--- src/rtl/car_drive_pkg.sv ---
// Shared types for the car_drive elevator controller: floor codes, the
// reserved invalid code and the FSM state encoding.
package car_drive_pkg;

  localparam logic [1:0] LABEL_F1      = 2'b00;
  localparam logic [1:0] LABEL_F2      = 2'b01;
  localparam logic [1:0] LABEL_F3      = 2'b10;
  localparam logic [1:0] FLOOR_INVALID = 2'b11;

  // Position is tracked internally as an index 0..2 (F1..F3).
  localparam logic [1:0] IDX_F1 = 2'd0;
  localparam logic [1:0] IDX_F2 = 2'd1;
  localparam logic [1:0] IDX_F3 = 2'd2;

  typedef enum logic [1:0] {
    ST_IDLE      = 2'd0,
    ST_MOVE      = 2'd1,
    ST_DOOR_OPEN = 2'd2
  } state_e;

endpackage

--- src/rtl/car_drive_interval_timer.sv ---
// Loadable 8-bit down-counter; done is high in the last cycle of a loaded
// interval, so a load of N produces done exactly N edges after the load.
module interval_timer (
  input  logic       clk,
  input  logic       reset,
  input  logic       load,
  input  logic [7:0] load_value,
  output logic       done
);

  logic [7:0] count_q;
  logic [7:0] count_d;

  // Holds at zero when idle so the counter never wraps.
  always_comb begin
    count_d = count_q;
    if (load) begin
      count_d = load_value;
    end else if (count_q != 8'd0) begin
      count_d = count_q - 8'd1;
    end
  end

  always_ff @(posedge clk) begin
    if (reset) begin
      count_q <= 8'd0;
    end else begin
      count_q <= count_d;
    end
  end

  assign done = (count_q == 8'd1);

endmodule

--- src/rtl/car_drive.sv ---
// Three-floor elevator car controller: accepts one command at a time in IDLE,
// steps one floor per travel interval, then holds the door open.
module car_drive
  import car_drive_pkg::*;
#(
  parameter int unsigned TRAVEL_CYCLES = 4,
  parameter int unsigned DOOR_CYCLES   = 3,
  parameter logic [1:0]  labelF1       = LABEL_F1,
  parameter logic [1:0]  labelF2       = LABEL_F2,
  parameter logic [1:0]  labelF3       = LABEL_F3
) (
  input  logic       clk,
  input  logic       reset,
  input  logic       cmd_valid,
  input  logic [1:0] cmd_floor,
  output logic       cmd_ready,
  output logic       floor1,
  output logic       floor2,
  output logic       floor3,
  output logic       moving,
  output logic       dir_up,
  output logic       door,
  output logic       arrived,
  output logic       cmd_error
);

  localparam logic [7:0] TRAVEL_LOAD = 8'(TRAVEL_CYCLES);
  localparam logic [7:0] DOOR_LOAD   = 8'(DOOR_CYCLES);

  state_e     state_q, state_d;
  logic [1:0] pos_q, pos_d;
  logic [1:0] target_q, target_d;
  logic       dir_q, dir_d;
  logic       arrived_q, arrived_d;
  logic       cmd_error_q, cmd_error_d;

  logic [1:0] cmd_idx;
  logic       cmd_known;
  logic [1:0] step_pos;
  logic       tmr_load;
  logic [7:0] tmr_value;
  logic       tmr_done;

  // Map the external floor code onto the internal position index.
  always_comb begin
    cmd_idx   = IDX_F1;
    cmd_known = 1'b1;
    if (cmd_floor == FLOOR_INVALID) begin
      cmd_known = 1'b0;
    end else if (cmd_floor == labelF1) begin
      cmd_idx = IDX_F1;
    end else if (cmd_floor == labelF2) begin
      cmd_idx = IDX_F2;
    end else if (cmd_floor == labelF3) begin
      cmd_idx = IDX_F3;
    end else begin
      cmd_known = 1'b0;
    end
  end

  assign step_pos = dir_q ? (pos_q + 2'd1) : (pos_q - 2'd1);

  always_comb begin
    state_d     = state_q;
    pos_d       = pos_q;
    target_d    = target_q;
    dir_d       = dir_q;
    arrived_d   = 1'b0;
    cmd_error_d = 1'b0;
    tmr_load    = 1'b0;
    tmr_value   = 8'd0;
    case (state_q)
      ST_IDLE: begin
        if (cmd_valid) begin
          if (!cmd_known) begin
            cmd_error_d = 1'b1;
          end else if (cmd_idx == pos_q) begin
            state_d   = ST_DOOR_OPEN;
            arrived_d = 1'b1;
            tmr_load  = 1'b1;
            tmr_value = DOOR_LOAD;
          end else begin
            state_d   = ST_MOVE;
            target_d  = cmd_idx;
            dir_d     = (cmd_idx > pos_q);
            tmr_load  = 1'b1;
            tmr_value = TRAVEL_LOAD;
          end
        end
      end
      ST_MOVE: begin
        if (tmr_done) begin
          pos_d    = step_pos;
          tmr_load = 1'b1;
          if (step_pos == target_q) begin
            state_d   = ST_DOOR_OPEN;
            arrived_d = 1'b1;
            tmr_value = DOOR_LOAD;
          end else begin
            tmr_value = TRAVEL_LOAD;
          end
        end
      end
      ST_DOOR_OPEN: begin
        if (tmr_done) begin
          state_d = ST_IDLE;
        end
      end
      default: state_d = ST_IDLE;
    endcase
  end

  // Reset wins over any command sampled on the same edge.
  always_ff @(posedge clk) begin
    if (reset) begin
      state_q     <= ST_IDLE;
      pos_q       <= IDX_F1;
      target_q    <= IDX_F1;
      dir_q       <= 1'b0;
      arrived_q   <= 1'b0;
      cmd_error_q <= 1'b0;
    end else begin
      state_q     <= state_d;
      pos_q       <= pos_d;
      target_q    <= target_d;
      dir_q       <= dir_d;
      arrived_q   <= arrived_d;
      cmd_error_q <= cmd_error_d;
    end
  end

  interval_timer u_timer (
    .clk       (clk),
    .reset     (reset),
    .load      (tmr_load),
    .load_value(tmr_value),
    .done      (tmr_done)
  );

  assign cmd_ready = (state_q == ST_IDLE);
  assign moving    = (state_q == ST_MOVE);
  assign door      = (state_q == ST_DOOR_OPEN);
  assign dir_up    = dir_q;
  assign arrived   = arrived_q;
  assign cmd_error = cmd_error_q;
  assign floor1    = (pos_q == IDX_F1);
  assign floor2    = (pos_q == IDX_F2);
  assign floor3    = (pos_q == IDX_F3);

endmodule

--- config.mk ---
export PLATFORM = sky130hd
export DESIGN_NAME = car_drive
export DESIGN_NICKNAME = d
export VERILOG_FILES = /design/src/rtl/car_drive_pkg.sv /design/src/rtl/car_drive_interval_timer.sv /design/src/rtl/car_drive.sv
export SDC_FILE = /design/constraint.sdc
export NUM_CORES = 1
export LEC_CHECK = 0
export CORE_ASPECT_RATIO = 1.2
export CORE_UTILIZATION = 35
export DETAILED_ROUTE_END_ITERATION = 6
export PLACE_DENSITY = 0.55
export SLEW_MARGIN = 10
export SYNTH_ARGS = -nofsm -noshare
export SYNTH_HDL_FRONTEND = slang
export SYNTH_SLANG_ARGS = --single-unit
export TNS_END_PERCENT = 50
--- constraint.sdc ---
create_clock -name clk -period 2 [get_ports clk]
set_input_delay 0.2 -clock clk [delete_from_list [all_inputs] [get_ports clk]]
set_output_delay 0.2 -clock clk [all_outputs]
set_load 0.01 [all_outputs]
Word-level counts from Yosys, hierarchy flattened. Cells that the tools add are included.

Input port bits: 5. Bits in registers: 17. Output and inout bits: 9. Logic and storage cells: 73.

Multiplexer cells: 35. Equal/unequal tests: 15. Add/sub/neg operators: 3. $lt $le $gt $ge: 1. Reductions and logical operators: 9. Bitwise operators: 3.

Operator list (count): $mux W2 (11); $mux W8 (2); $mux W3 (5); $mux W1 (13); $eq A2 B2 Y1 const B (4); $eq A8 B1 Y1 const B (1); $ne A2 B1 Y1 const B (4); $reduce_bool A8 Y1 (1); $sub A8 B1 Y8 const B (1); $eq A2 B1 Y1 const B (3); $logic_not A2 Y1 (3); $pmux W2 S3 (1); $pmux W3 S2 (1); $reduce_and A5 Y1 (1); $eq A2 B2 Y1 (2); $pmux W1 S2 (2); $reduce_and A4 Y1 (1); $not A1 Y1 (3); $reduce_or A3 Y1 (1); $add A2 B1 Y2 const B (1); $gt A2 B2 Y1 (1); $ne A2 B2 Y1 const B (1); $reduce_and A2 Y1 (1); $reduce_bool A2 Y1 (1); $sub A2 B1 Y2 const B (1).

Longest topological paths before layout. Gate-level depths: netlist of the first run.

Depth in word-level cells: 11. Depth in mapped cells: 6. Gate-level depth less buffers: 6.

Hierarchy. Synthesis of the first run repeated with hierarchy kept, for this count alone.

Cell total of the unflattened synthesis: 115. Area total of the unflattened synthesis: 1053.5 sq um.

By module, submodules not included: car_drive (seq. area each 180.2 sq um, area an instance 545.5 sq um, instances 1, cells each 62); interval_timer (seq. area each 160.2 sq um, area an instance 508.0 sq um, instances 1, cells each 53).

Worst setup path before layout of the first run. OpenSTA, ideal clock, no wires.

Kind: flip-flop to flip-flop. Start point: reg u_timer.count_q[0]. End point: reg u_timer.count_q[5]. Arrival time: 1.463 ns. Slack: 0.422 ns. Cell stages (with the launch flop): 7. Data required time: 1.885 ns. Period minus slack after synthesis: 1.578 ns. Setup time: 0.115 ns. Buffers on the path: 0. Path through: dfxtp_1 > inv_1 > ha_1 > or3b_2 > o2111a_1 > xnor2_1 > nor2_1.

Longest elaborated chain between the ends: 4. Elaborated cells between the ends (all ways): 8. Classes of those cells: 1 x add/sub; 1 x eq/ne; 4 x mux; 2 x reduce/logical.

RTL lines: from (decl) (line car_drive_interval_timer.sv:11) `logic [7:0] count_q;`; from (signal assigned) (line car_drive_interval_timer.sv:28) `count_q <= count_d;`; branches (longest 4 deep; another with $sub A8 B1 Y8).

Parallel ways; which one is timed is not known. The select of a mux whose other input is x is not followed. A chain may end at the register's enable or synchronous reset.

Worst setup path after layout of the first run.
Start point: reg u_timer.count_q[0]. End point: reg u_timer.count_q[1].

Longest elaborated chain between the ends: 4. Elaborated cells between the ends (all ways): 10. Classes of those cells: 1 x add/sub; 1 x eq/ne; 6 x mux; 2 x reduce/logical.

RTL lines: branches (longest 4 deep; another with $sub A8 B1 Y8).

Parallel ways; which one is timed is not known. The select of a mux whose other input is x is not followed.

==> results of run 1 <==
## area by class of cell
cell class	count	area share [%]
Multi-Input combinational cell	84	50.8
Clock inverter	1	0.409
Inverter	5	1.53
Sequential cell	17	27.8
Clock buffer	3	1.84
Timing Repair Buffer	19	14.3
Tap cell	33	3.37
## flip-flops by register name, indices dropped and copies added (netlist names)
register         cells
u_timer.count_q      8
pos_q                2
state_q              2
target_q             2
arrived              1
cmd_error            1
dir_up               1
## path summary, 6_finish.rpt
path / start / to / slack, ns
worst max register to register: u_timer.count_q[0] / u_timer.count_q[1] / 0.28
worst min register to register: target_q[0] / target_q[0] / 0.48
worst max-delay path: u_timer.count_q[0] / u_timer.count_q[1] / 0.28
worst min-delay path: target_q[0] / target_q[0] / 0.48
## worst max-delay path, delay by kind of cell (launching register included)
kind                     cells  cell delay, ns
buffers and inverters        1            0.08
AND/OR/NAND/NOR              1            0.51
flip-flops                   1            0.36
adder cells (fa/ha/maj)      1            0.19
AO/OA/AOI/OAI                3            0.51
## kinds of logic (layout without fill, tap and decap cells)
family	after synthesis	in the layout	synth area share (%)
xor gates and xnor gates	8	8	8.54
DFF	17	17	34.2
muxes	2	2	2.01
adders and majority gates	7	7	8.79
buffers and inverters	7	28	3.39
AOI/OAI and AO/OA	22	22	16.0
and+or+nand+nor	45	45	27.1
## where the power goes
part / internal [mW] / switching (mW) / total, mW
clock network: 0.0744 / 0.112 / 0.186
logic: 0.466 / 0.460 / 0.926
registers: 0.426 / 0.120 / 0.546
total: 0.966 / 0.692 / 1.66
## synthesized netlist by cell type, drive strengths merged, types with 2 or more instances
cell type and number:
a21oi 10, a311oi 3, dfxtp 17, ha 7
inv 5, mux2i 2, nand2 6, nand2b 2
nand3 5, nand4 2, nor2 10, nor2b 3
nor3 5, nor3b 3, o2111ai 2, o21ai 3
o31ai 2, or3b 2, xnor2 5, xor2 2
## per-layer routing
layer | wire [um] | GRT usage [%] | part of all wire [%]
met5 | 0 | 0 | 0
met4 | 44 | 9.52 | 2.2
met3 | 38 | 2.26 | 1.9
met2 | 901 | 23.8 | 46
met1 | 991 | 20.3 | 50
## through the flow
stage	instance area (um^2)	total power, mW	utilization (%)	worst slack, ns	instances
2_1_floorplan	996	1.22	-	0.422	108
3_3_place_gp	1200	1.47	45.6	0.141	158
3_5_place_dp	1200	1.47	45.6	0.0774	158
4_1_cts	1220	1.67	46.6	0.267	162
5_1_grt	1220	1.80	46.6	0.159	162
6_report	1220	1.66	46.6	0.280	162
==> flow_summary.yaml, run 1 <==
clock_network:
  postCtsSetupBuffers: 0
  numCtsBuffers: 3
  cts_num_sinks: 17
  htree_levels: 1
  cts_tree: "built"
  cts_buffer_depth: 2
  clock_latency_ns: 0.30
  cts_resized: 0
  holdBufCountCts: 0
  cts-root-buf: "clkbuf_4"
  clk_pin_slew_worst_paths_ns: 0.11
synth:
  syn_avg_cell_area_um2: 9.22
  synth_top_area_share_pct: 34.2
  postSynthCellCount: 108
  syn-num-nets: 120
  yosysWarnings: 0
  synth_cell_type_count: 36
  ys_seq_area_share_pct: 34.2
  synth-main-ff-cell: "dfxtp_1"
  synth.area.top_cells: "dfxtp_1, ha_1, xnor2_1"
  netlist_area_um2: 996
  async_reset_ff_share_pct: 0
  synth_edf_count: 0
  ys_ff_latch: 17
  yosys.area.top_type: "dfxtp_1"
timing:
  fin_tns_setup_ns: 0
  fin_skew_ns: 0.0150
  rsz0062_at_grt: "no"
  tightest_slew_ns: 0.366
  period_needed_ns: 1.72
  fmax_mhz: 581
  period_share_pct: 86.0
  whs_ns: 0.481
  finalHoldViolations: 0
  max-slew-margin-rel_pct: 75.6
  setup-violations-final: 0
  slew_violations: 0
worst_setup_path:
  critPathCaptureType: "flip-flop"
  crit_type: "reg2reg"
  start_kind: "flip-flop"
  cp.required_ns: 2.24
  crit_fanout: 5
  slowest_delay_ns: 0.51
  crit_chain: "inv_1, ha_1, or3b_2, o21ai_0, o2111ai_1, a21oi_1"
  slowest_stage: "or3b_2"
  critical_path_arrival_ns: 1.96
  reg2reg_depth: 6
finish:
  layout_commonest_cell: "dfxtp_1"
  nets: 142
  area_delta_synth_final_pct: 23.0
  diodes: 0
  final_cell_mix: "dfxtp_1, clkdlybuf4s50_1, nor2_1, a21oi_1, ha_1"
  multi_input_area_um2: 622
  regArea_um2: 340
  nFillCells: 267
  drive_gt1_share_pct: 17.1
placed_design:
  place.port_buffers: 13
  gp_congestion: 0.785
  dp_hpwl_mm: 1.54
detailed_routing:
  remaining_drc_errors: 0
  drtAntennaViolNets: 0
  initialDrtViolationCount: 10
  wl_per_cell_um: 12.2
  routed_wl_mm: 1.98
  vias: 825
  drtPass1Iterations: 4
  viasPerCell: 5.09
floorplan:
  core_area_um2: 2630
  start_util_pct: 37.9
  dieHeight_um: 60.4
  row_count: 20
  dieWidth_um: 50.7
  die-area_um2: 3060
  io_pins: 14
worst_hold_path:
  hp-class: "reg2reg"
  holdPathStages: 2
global_route:
  first_global_vias: 800
  grt-ovfl-total: 0
  antenna_found_initial: 0
  grt_max_degree: 13
  grtUsageTotal_pct: 15.4
  grt_pass1_wl_mm: 3.44
flow_run:
  max_cap_viol_count: 0
status:
  status: "completed"
power:
  p_leak_nw: 0.460
  power.density_nw_per_um2: 1350
  vdd_ir_drop_max_mv: 0.563
(Power assumes the default switching activity.)
==> inputs of run 2 (changes only) <==
Settings changed: PLACE_DENSITY 0.55 to unset, PLACE_DENSITY_LB_ADDON set to 0.2.
==> flow_summary.yaml, run 2 (synthesized netlist as in run 1, its figures left out) <==
worst_hold_path:
  worstHoldEndpoint: "target_q[0]"
  min_from: "target_q[0]"
  hp-class: "reg2reg"
  holdPathStages: 2
floorplan:
  io_pins: 14
  core_area_um2: 2630
  die-area_um2: 3060
  dieWidth_um: 50.7
  dieHeight_um: 60.4
  row_count: 20
  start_util_pct: 37.9
detailed_routing:
  drtPass1Iterations: 3
  routed_wl_mm: 2.17
  drtAntennaViolNets: 0
  vias: 859
  wl_per_cell_um: 13.5
  initialDrtViolationCount: 9
  viasPerCell: 5.34
  remaining_drc_errors: 0
global_route:
  first_global_vias: 872
  grt_max_degree: 13
  grt_pass1_wl_mm: 3.87
  grt-ovfl-total: 0
  grtUsageTotal_pct: 17.0
  antenna_found_initial: 0
worst_setup_path:
  reg2reg_depth: 6
  critical_path_arrival_ns: 1.93
  r2r-start: "u_timer.count_q[0]"
  crit_type: "reg2reg"
  rr_endpoint: "u_timer.count_q[7]"
  critPathCaptureType: "flip-flop"
  crit_fanout: 5
  r2r_slack_ns: 0.25
  cp.required_ns: 2.18
  start_kind: "flip-flop"
finish:
  top_register: "u_timer.count_q"
  nets: 141
  drive_gt1_share_pct: 15.6
  layout_commonest_cell: "dfxtp_1"
  fin_area_um2: 1220
  final_cell_mix: "dfxtp_1, clkdlybuf4s50_1, nor2_1, a21oi_1, ha_1"
  area_delta_synth_final_pct: 22.1
  diodes: 0
  largest_reg_flops: 8
placed_design:
  place.port_buffers: 13
  dpl_cell_area_um2: 1190
  dp_hpwl_mm: 1.71
  gp_congestion: 0.806
status:
  status: "completed"
timing:
  fin_tns_setup_ns: 0
  tightest_slew_ns: 0.439
  period_needed_ns: 1.75
  slew_violations: 0
  finalHoldViolations: 0
  max-slew-margin-rel_pct: 70.6
  fin_skew_ns: 0.0118
  period_share_pct: 87.3
  rsz0062_at_grt: "no"
  setup-violations-final: 0
  fmax_mhz: 573
power:
  vdd_ir_drop_max_mv: 0.592
  power_mw: 1.64
  power.density_nw_per_um2: 1350
  p_leak_nw: 0.453
clock_network:
  clk_pin_slew_worst_paths_ns: 0.11
  cts_tree: "built"
  cts_buffer_depth: 2
  holdBufCountCts: 0
  postCtsSetupBuffers: 0
  htree_levels: 1
  cts-root-buf: "clkbuf_4"
  cts_num_sinks: 17
  cts_resized: 0
  numCtsBuffers: 3
  clock_latency_ns: 0.29
flow_run:
  max_cap_viol_count: 0
-- run 2: cell types whose count changed in the layout (fill, tap and decap cells not counted), sizes merged --
cell    previous run  this run
buf                6         5
clkbuf             3         4
clkinv             1         0
-- run 2: worst max-delay path by stage --
stage | start | endpoint | depth (start not counted)
after floorplan | u_timer.count_q[0] | u_timer.count_q[5] | 6
after global placement | cmd_floor[1] | target_q[0] | 7
after detailed placement | cmd_floor[1] | target_q[0] | 7
after CTS | state_q[0] | moving | 3
after global routing | u_timer.count_q[0] | u_timer.count_q[7] | 6
final | u_timer.count_q[0] | u_timer.count_q[7] | 6
-- run 2: final cells by class --
class	count	area, um^2
inverters	5	18.8
clock buffers	4	26.3
repair buffers	18	168
flip-flops and latches	17	340
multi-input cells	84	622
well taps	33	41.3
fillers	266	1410
-- run 2: where the power goes --
group / switching (mW) / internal (mW)
combinational: 0.468 / 0.448
clock: 0.109 / 0.0775
sequential: 0.115 / 0.426
total: 0.693 / 0.951
-- run 2: through the flow --
step	hold slack [ns]	instances	utilization, %	setup slack [ns]
floorplan	0.268	108	-	0.422
global placement	0.463	157	45.3	0.0917
detailed placement	0.468	157	45.3	0.00521
CTS	0.482	161	46.3	0.248
global route	0.492	161	46.3	0.110
finish	0.476	161	46.3	0.255
-- run 2: per-layer routing --
layer  routed length (um)  track usage [%]  up-vias
li1                     -                -      434
met5                    0                0        -
met1                  988             20.2      416
met3                   41             2.26        2
met4                   21             8.33        0
met2                 1120             30.5        7
-- run 2: worst max-delay path, stage by stage (launching register included) --
cell and delay [ns]:
dfxtp_1 0.36, inv_1 0.09, ha_1 0.20, or3b_2 0.51, o2111ai_1 0.24, xor2_1 0.18
nor2_1 0.06
